### src/rtl/pc_pkg.sv
// Shared types and helpers for the program-counter unit.
// Holds the FSM state encoding and the alignment check used on every loaded target.
package pc_pkg;

    typedef enum logic [1:0] {
        BOOT,
        RUN,
        HALTED,
        FAULT
    } pc_state_t;

    localparam int XLEN_DEFAULT = 32;

    typedef logic [XLEN_DEFAULT-1:0] addr_t;

    // Only the low bits matter for IALIGN of 2 or 4, so a cast to addr_t is lossless here.
    function automatic logic misaligned(input addr_t addr, input int ialign);
        return (addr & addr_t'(ialign - 1)) != '0;
    endfunction

endpackage

### src/rtl/pc_ras.sv
// Circular return-address stack: ptr names the next free slot, count saturates at DEPTH.
// When full, a push silently overwrites the oldest entry.
module pc_ras
    import pc_pkg::*;
#(
    parameter int XLEN  = 32,
    parameter int DEPTH = 4
) (
    input  logic            clk,
    input  logic            reset,
    input  logic            push,
    input  logic            pop,
    input  logic            replace,
    input  logic [XLEN-1:0] push_addr,
    output logic [XLEN-1:0] top_addr,
    output logic            empty,
    output logic            full
);

    localparam int PTR_W = $clog2(DEPTH);
    localparam int CNT_W = PTR_W + 1;

    logic [XLEN-1:0]  mem [DEPTH];
    logic [PTR_W-1:0] ptr;
    logic [CNT_W-1:0] count;

    assign empty    = (count == '0);
    assign full     = (count == CNT_W'(DEPTH));
    assign top_addr = mem[ptr - PTR_W'(1)];

    always_ff @(posedge clk) begin
        if (!reset) begin
            ptr   <= '0;
            count <= '0;
        end else if (replace) begin
            if (empty) begin
                ptr   <= ptr + PTR_W'(1);
                count <= CNT_W'(1);
            end
        end else if (push) begin
            ptr <= ptr + PTR_W'(1);
            if (!full) count <= count + CNT_W'(1);
        end else if (pop && !empty) begin
            ptr   <= ptr - PTR_W'(1);
            count <= count - CNT_W'(1);
        end
    end

    // Replace on an empty stack degenerates to a plain push.
    always_ff @(posedge clk) begin
        if (reset) begin
            if (replace && !empty)    mem[ptr - PTR_W'(1)] <= push_addr;
            else if (push || replace) mem[ptr] <= push_addr;
        end
    end

endmodule

### src/rtl/pc_unit.sv
// Program-counter unit: fetch PC register, BOOT/RUN/HALTED/FAULT control and next-PC priority mux
// (trap > redirect > halt > ret > stall > sequential), with a circular return-address stack.
module pc_unit
    import pc_pkg::*;
#(
    parameter int              XLEN         = 32,
    parameter logic [XLEN-1:0] RESET_VECTOR = '0,
    parameter int              IALIGN       = 4,
    parameter int              RAS_DEPTH    = 4
) (
    input  logic            clk,
    input  logic            reset,
    input  logic            stall,
    input  logic            halt_req,
    input  logic            resume,
    input  logic            redirect_valid,
    input  logic [XLEN-1:0] redirect_target,
    input  logic            call_valid,
    input  logic            ret_valid,
    input  logic            trap_valid,
    input  logic [XLEN-1:0] trap_vector,
    output logic [XLEN-1:0] pc_out,
    output logic [XLEN-1:0] pc_next_seq,
    output logic            pc_valid,
    output logic            fault,
    output logic [XLEN-1:0] fault_addr,
    output logic            ras_empty,
    output logic            ras_full
);

    pc_state_t       state_q, state_d;
    logic [XLEN-1:0] pc_q, pc_d;
    logic [XLEN-1:0] fault_addr_q, fault_addr_d;
    logic            halt_pend_q, halt_pend_d;

    logic            load;
    logic [XLEN-1:0] target;
    logic            want_push, want_pop, want_replace;
    logic            ras_push, ras_pop, ras_replace;
    logic [XLEN-1:0] ras_top;

    assign pc_out      = pc_q;
    assign pc_next_seq = pc_q + XLEN'(IALIGN);
    assign pc_valid    = (state_q == RUN);
    assign fault       = (state_q == FAULT);
    assign fault_addr  = fault_addr_q;

    pc_ras #(
        .XLEN  (XLEN),
        .DEPTH (RAS_DEPTH)
    ) u_ras (
        .clk       (clk),
        .reset     (reset),
        .push      (ras_push),
        .pop       (ras_pop),
        .replace   (ras_replace),
        .push_addr (pc_next_seq),
        .top_addr  (ras_top),
        .empty     (ras_empty),
        .full      (ras_full)
    );

    always_ff @(posedge clk) begin
        if (!reset) begin
            state_q      <= BOOT;
            pc_q         <= RESET_VECTOR;
            fault_addr_q <= '0;
            halt_pend_q  <= 1'b0;
        end else begin
            state_q      <= state_d;
            pc_q         <= pc_d;
            fault_addr_q <= fault_addr_d;
            halt_pend_q  <= halt_pend_d;
        end
    end

    always_comb begin
        state_d      = state_q;
        pc_d         = pc_q;
        fault_addr_d = fault_addr_q;
        halt_pend_d  = halt_pend_q;
        load         = 1'b0;
        target       = '0;
        want_push    = 1'b0;
        want_pop     = 1'b0;
        want_replace = 1'b0;
        ras_push     = 1'b0;
        ras_pop      = 1'b0;
        ras_replace  = 1'b0;

        unique case (state_q)
            BOOT: state_d = RUN;
            RUN: begin
                if (trap_valid) begin
                    load   = 1'b1;
                    target = trap_vector;
                    halt_pend_d = halt_pend_q | halt_req;
                end else if (redirect_valid) begin
                    load         = 1'b1;
                    target       = redirect_target;
                    want_replace = call_valid & ret_valid;
                    want_push    = call_valid & ~ret_valid;
                    want_pop     = ret_valid & ~call_valid;
                    halt_pend_d  = halt_pend_q | halt_req;
                end else if (halt_req || halt_pend_q) begin
                    state_d     = HALTED;
                    halt_pend_d = 1'b0;
                end else if (ret_valid && !stall) begin
                    // An empty stack falls back to the branch unit's predicted target without popping.
                    load     = 1'b1;
                    target   = ras_empty ? redirect_target : ras_top;
                    want_pop = ~ras_empty;
                end else if (!stall) begin
                    pc_d = pc_next_seq;
                end
            end
            HALTED: begin
                if (trap_valid) begin
                    load   = 1'b1;
                    target = trap_vector;
                end else if (resume) begin
                    state_d = RUN;
                end
            end
            FAULT: begin
                if (trap_valid) begin
                    load   = 1'b1;
                    target = trap_vector;
                end
            end
            default: state_d = BOOT;
        endcase

        if (load) begin
            if (misaligned(addr_t'(target), IALIGN)) begin
                state_d      = FAULT;
                fault_addr_d = target;
                halt_pend_d  = 1'b0;
            end else begin
                state_d     = RUN;
                pc_d        = target;
                ras_push    = want_push;
                ras_pop     = want_pop;
                ras_replace = want_replace;
            end
        end
    end

endmodule
### config.mk
export PLATFORM = sky130hd
export DESIGN_NAME = pc_unit
export DESIGN_NICKNAME = d
export VERILOG_FILES = /design/src/rtl/pc_pkg.sv /design/src/rtl/pc_ras.sv /design/src/rtl/pc_unit.sv
export SDC_FILE = /design/constraint.sdc
export NUM_CORES = 1
export LEC_CHECK = 0
export CAP_MARGIN = 10
export CORE_UTILIZATION = 30
export CTS_CLUSTER_SIZE = 16
export DETAILED_ROUTE_END_ITERATION = 7
export GPL_ROUTABILITY_DRIVEN = 1
export REMOVE_ABC_BUFFERS = 1
export SYNTH_ARGS = -nofsm -noshare
export SYNTH_HDL_FRONTEND = slang
export SYNTH_HIERARCHICAL = 1
export SYNTH_SLANG_ARGS = --single-unit
### constraint.sdc
create_clock -name clk -period 6.8 [get_ports clk]
set_input_delay 1.36 -clock clk [delete_from_list [all_inputs] [get_ports clk]]
set_output_delay 1.36 -clock clk [all_outputs]
set_load 0.02 [all_outputs]
# Word-level counts from Yosys, hierarchy flattened
# Memory sizes are Yosys's and may differ from the RTL's.
# Index checks and enable logic that the tools add are counted.
[word_totals]
mem_count = 1
register_bits = 72
out_inout_bits = 100
ram_bits = 128
[op_classes]
n_addsub = 5
n_mux = 71
reduce_logical = 18
bitwise = 7
n_eq_ne = 11
[mem_list]
columns = ["memory", "depth", "word_bits", "rd", "rd_ports_with_merged_regs", "write_ports", "line", "source"]
rows = [
  ["u_ras.mem", 4, 32, 1, 0, 1, "pc_ras.sv:23", "logic [XLEN-1:0] mem [DEPTH];"],
]
[op_table]
columns = ["op", "n"]
rows = [
  ["$mux W32", 15],
  ["$pmux W32 S2", 1],
  ["$mux W1", 36],
  ["$add A32 B3 Y32 const B", 1],
  ["$reduce_bool A32 Y1", 1],
  ["$reduce_or A32 Y1", 1],
  ["$mux W2", 12],
  ["$mux W3", 5],
  ["$ne A3 B3 Y1 const B", 3],
  ["$ne A3 B2 Y1 const B", 2],
  ["$pmux W2 S3", 1],
  ["$reduce_and A6 Y1", 1],
  ["$eq A2 B2 Y1 const B", 2],
  ["$reduce_and A2 Y1", 2],
  ["$reduce_bool A4 Y1", 1],
  ["$add A3 B1 Y3 const B", 1],
  ["$and A1 B1 Y1", 3],
  ["$eq A3 B3 Y1 const B", 1],
  ["$logic_and A1 B1 Y1", 3],
  ["$logic_not A3 Y1", 1],
  ["$ne A3 B1 Y1 const B", 1],
  ["$not A1 Y1", 3],
  ["$reduce_and A3 Y1", 1],
  ["$reduce_bool A3 Y1", 1],
  ["11 further kinds", 13],
]

# Depth between registers and ports, before layout
# An unclocked memory read counts as a cell.
[logic_depth]
ltp_word = 18
ltp_mapped = 14

# Hierarchy
# The synthesis kept the hierarchy.
[modules_own_cells]
columns = ["module", "area_each_um2", "cells_per_inst", "instances"]
rows = [
  ["pc_ras", 5084.9, 232, 1],
  ["pc_unit", 4082.7, 507, 1],
]

# Worst setup path before layout
# Ideal clock, no wire load.
[synth_timing]
kind = "input to register"
from = "input port redirect_valid"
to = "memory u_ras.mem[1][0], enable pin"
arrival_ns = 4.988
setup_ns = 0.421
slack_ns = 1.391
path_stages = 11
path_buffers = 3
path_cell_list = "or4_1 o31a_1 o21a_1 buf_2 clkbuf_1 nor3_1 buf_6 or2b_2 a21oi_2 a21oi_1 nor2_1"
[synth_between]
elab_chain_cells = 13
elab_cells_between_ends = 29
[synth_lines]
columns = ["element", "line", "source"]
rows = [
  ["from (decl)", "pc_unit.sv:16", "input logic redirect_valid,"],
  ["$mux W32", "pc_unit.sv:98", "end else if (redirect_valid) begin"],
  ["$mux W32", "pc_unit.sv:94", "if (trap_valid) begin"],
  ["$pmux W32 S2", "pc_unit.sv:91", "unique case (state_q)"],
  ["$reduce_bool A32 Y1", "pc_pkg.sv:18", "return (addr & addr_t'(ialign - 1)) != '0;"],
  ["$mux W1", "pc_unit.sv:135", "if (misaligned(addr_t'(target), IALIGN)) begin"],
  ["$mux W1 *", "pc_unit.sv:134", "if (load) begin"],
  ["net ras_push", "pc_unit.sv:39", "logic ras_push, ras_pop, ras_replace;"],
  ["$logic_or A1 B1 Y1 *", "pc_ras.sv:53", "else if (push || replace) mem[ptr] <= push_addr;"],
  ["$mux W1 *", "pc_ras.sv:53", ""],
  ["$mux W1 *", "pc_ras.sv:52", "if (replace && !empty) mem[ptr - PTR_W'(1)] <= push_addr;"],
  ["$mux W1 *", "pc_ras.sv:51", "if (reset) begin"],
  ["$mux W1 (not written as such) *", "pc_ras.sv:53", ""],
  ["$reduce_or A32 Y1 (no source line)", "-", ""],
  ["$mux W2 (no source line) or $mux W1 (tied branches)", "-", ""],
  ["to (decl)", "pc_ras.sv:23", ""],
]
# Mark *: on every way through the listed nets, which the timed path passes. The rest lies on a longest branch.

# Worst setup path in the final report
[layout_timing]
from = "input port redirect_valid"
to = "memory u_ras.mem[0][25], enable pin"
[layout_between]
elab_chain_cells = 13
elab_cells_between_ends = 29
[layout_lines]
columns = ["element", "line"]
rows = [
  ["$mux W32", "pc_unit.sv:98"],
  ["$mux W32", "pc_unit.sv:94"],
  ["$pmux W32 S2", "pc_unit.sv:91"],
  ["$reduce_bool A32 Y1", "pc_pkg.sv:18"],
  ["$mux W1", "pc_unit.sv:135"],
  ["$mux W1 *", "pc_unit.sv:134"],
  ["net ras_replace", "pc_unit.sv:39"],
  ["$logic_or A1 B1 Y1", "pc_ras.sv:53"],
  ["$mux W1", "pc_ras.sv:53"],
  ["$mux W1", "pc_ras.sv:52"],
  ["$mux W1", "pc_ras.sv:51"],
  ["$mux W1 (not written as such)", "pc_ras.sv:53"],
  ["$reduce_or A32 Y1 (no source line)", "-"],
  ["$mux W2 (no source line) or $mux W1 (tied branches)", "-"],
]
# Marked as above.

==> run metrics <==
setup repair after global routing missed its margin no; layout cells sized above 1 11.3%; total track usage 17.2%; pin count of the biggest net entering global routing around 50; Cell variety after synth 55; 1st-iter DRT viols roughly 500; Setup Fix Bufs, Post-CTS 0; io pins around 170; design area roughly 12000 µm²; CTS hold repair buffers 0; worst-path cell chain clkdlybuf4s50_1 -> or4_1 -> o31a_1 -> o21a_2 -> buf_4 -> nor3b_1 -> buf_4 -> or4b_1 -> a21oi_1 -> o21ai_0 -> nor2_4 -> buf_4; post-CTS sizing 0; Synth warnings 6; Synth top area share 41.9%; Chip Height 177 µm; fillcell total 2842; crit-path leading delay family simple AND/OR/NAND/NOR gates; cts bufs inserted 17; worst setup path start redirect_valid; Core Region ~30000 µm²; GP Congestion a little over 0.8; row cnt 63; CTS tree built; port buffer count ~170; DP Worst Slack 1120 ps; Post-synth ARST share 0%; CP endpoint kind register; H-tree levels 4; status finished, final reports clean; period utilization 77.1%; Slew Limit Headroom 31.3%; ys flop type edfxtp_1; FMAX 191 MHz; Synth Cell Area 9170 µm²; Slowest cell on crit path clkdlybuf4s50_1; Worst Hold Class reg2reg; area grow syn2layout 30.1%; top-count cell post-synth edfxtp_1; Avg Cell Area, Syn 12.4 µm²; VDD IR max around 170 µV; Slew Viols, Final 0; final WL 26200 µm; Leakage 3.85 nW; grt total ovfl 0; CTS clock-pin slew for the worst setup and hold paths ~80 ps; hold wc startpoint fault_addr[30]; Placed Area roughly 11000 µm²; Tmin final roughly 5200 ps; worst path bufs/invs 4; Final Hold Fails 0; average wire per standard cell between 20 and 25 µm; Setup WS post-layout 1550 ps; Req. time, crit path 6900 ps; clock sink total 200; Post-synth EDFFs ~130; Setup Skew 12.7 ps; TritonRoute pass-1 iters 4; dpl hpwl between 15000 and 20000 µm; area leader, netlist edfxtp_1; effective utilization at floorplan 30.7%; final std cells w/o fill 1304; DR vias/cell 5.01; first-pass GRT wire length 39800 µm; crit path DAT 5350 ps; sequential share of the synthesized area 57.6%; CP max stage delay 650 ps; Setup TNS 0 ps; Reg2Reg Launch Point u_ras/ptr[1]; pwr dens 228 nW/µm²; Root Buffer clkbuf_16; Slew @ Worst Pin between 1000 and 1500 ps; clock latency at the later pin of the worst-skew pair approximately 440 ps; Startpoint Class input pin; largest cells by area after synthesis edfxtp_1 (42%), dfxtp_1 (16%), mux4_2 (7.9%); Final ANT Viol Nets 0; # DRC 0; setup violators final 0; Synth top cells by count edfxtp_1 (128), dfxtp_1 (72), nor2_1 (69); Max clock buf depth 2; nets between 900 and 1000; vias after detailed routing 6534; cell count after placement ~1300; Tot Pwr roughly 2.7 mW; antenna diode count 0; Post-Syn Instances 739; FF+latch count, synth 200; Crit Path Max Fanout 28; most frequent CP cell buf_4; initial antenna violation count 0; Max Cap Viol 0; die area roughly 31000 µm²; vias in the first global route 6506; CP Class in2reg; chip width 177 µm
## metrics by stage
stage | hold slack (ps) | util (%)
6_report | 496 | 39.9
5_1_grt | 518 | 39.9
4_1_cts | 503 | 39.9
3_5_place_dp | 483 | 37.9
3_3_place_gp | 477 | 37.9
2_1_floorplan | 506 | -
## worst paths after layout
check	depth (start not counted)	slack, ps	endpoint
max reg2reg	12	1810	u_ras/mem[0][25]
max	12	1550	u_ras/mem[0][25]
min	2	500	fault_addr[30]
min reg2reg	2	500	fault_addr[30]
## placed cells by master (no fill, tap or decap), types with 5 or more instances in the layout
cell	instances
mux2i_1	47
inv_1	9
nand3_1	21
nand4_1	11
mux4_2	32
clkdlybuf4s50_1	172
xnor2_1	28
a211oi_1	20
nor2_1	64
nor3_1	11
buf_4	19
xor2_1	28
edfxtp_1	128
dfxtp_1	70
clkbuf_16	18
a21oi_1	38
o21ai_0	46
nand2_1	52
nor2_4	5
and3_1	9
a2bb2oi_1	8
## final cells by class
cell class,instances,area [µm²],share of cell area [%]
Multi-Input combinational cell,481,3650,30.6
Clock buffer,20,468,3.92
Timing Repair Buffer,191,1860,15.6
Clock inverter,12,134,1.12
Inverter,10,37.5,0.315
Sequential cell,200,5290,44.3
Tap cell,390,488,4.09
## worst min-delay path: cells and delay by family (launching register included)
family,cells,cell delay [ps]
flops,1,330
mux,1,60
simple gates,1,70
## per-layer routing
metal  track usage (%)  vias to the layer above  wire (µm)  share of wire (%)
met2              28.3                      204      12800                 49
met4              3.95                        0        315                1.2
met5                 0                        -          0                  0
met3              4.62                       17       1680                6.4
li1                  -                     3087          -                  -
met1              22.4                     3226      11400                 44
## where the power goes
| part | leakage (nW) | switching, mW | internal (mW) |
|---|---|---|---|
| combinational | 1.80 | 0.175 | 0.153 |
| clock | 0.301 | 0.466 | 0.579 |
| sequential | 1.75 | 0.0325 | 1.32 |
## kinds of logic after synthesis
| kind of cell | share of synthesized area (%) |
|---|---|
| adder cells (fa/ha/maj) | 0.355 |
| AND/OR/NAND/NOR | 10.6 |
| buffers and inverters | 3.30 |
| multiplexers | 13.0 |
| flip-flops | 57.6 |
| XOR/XNOR | 5.35 |
| AO/OA/AOI/OAI | 9.80 |
## state kept, by name (all words and copies together), names as in the netlist
name,cells
u_ras/mem,128
fault_addr,32
pc_out,32
u_ras/count,3
state_q,2
u_ras/ptr,2
halt_pend_q,1
Power figures use the tool's default switching activity.
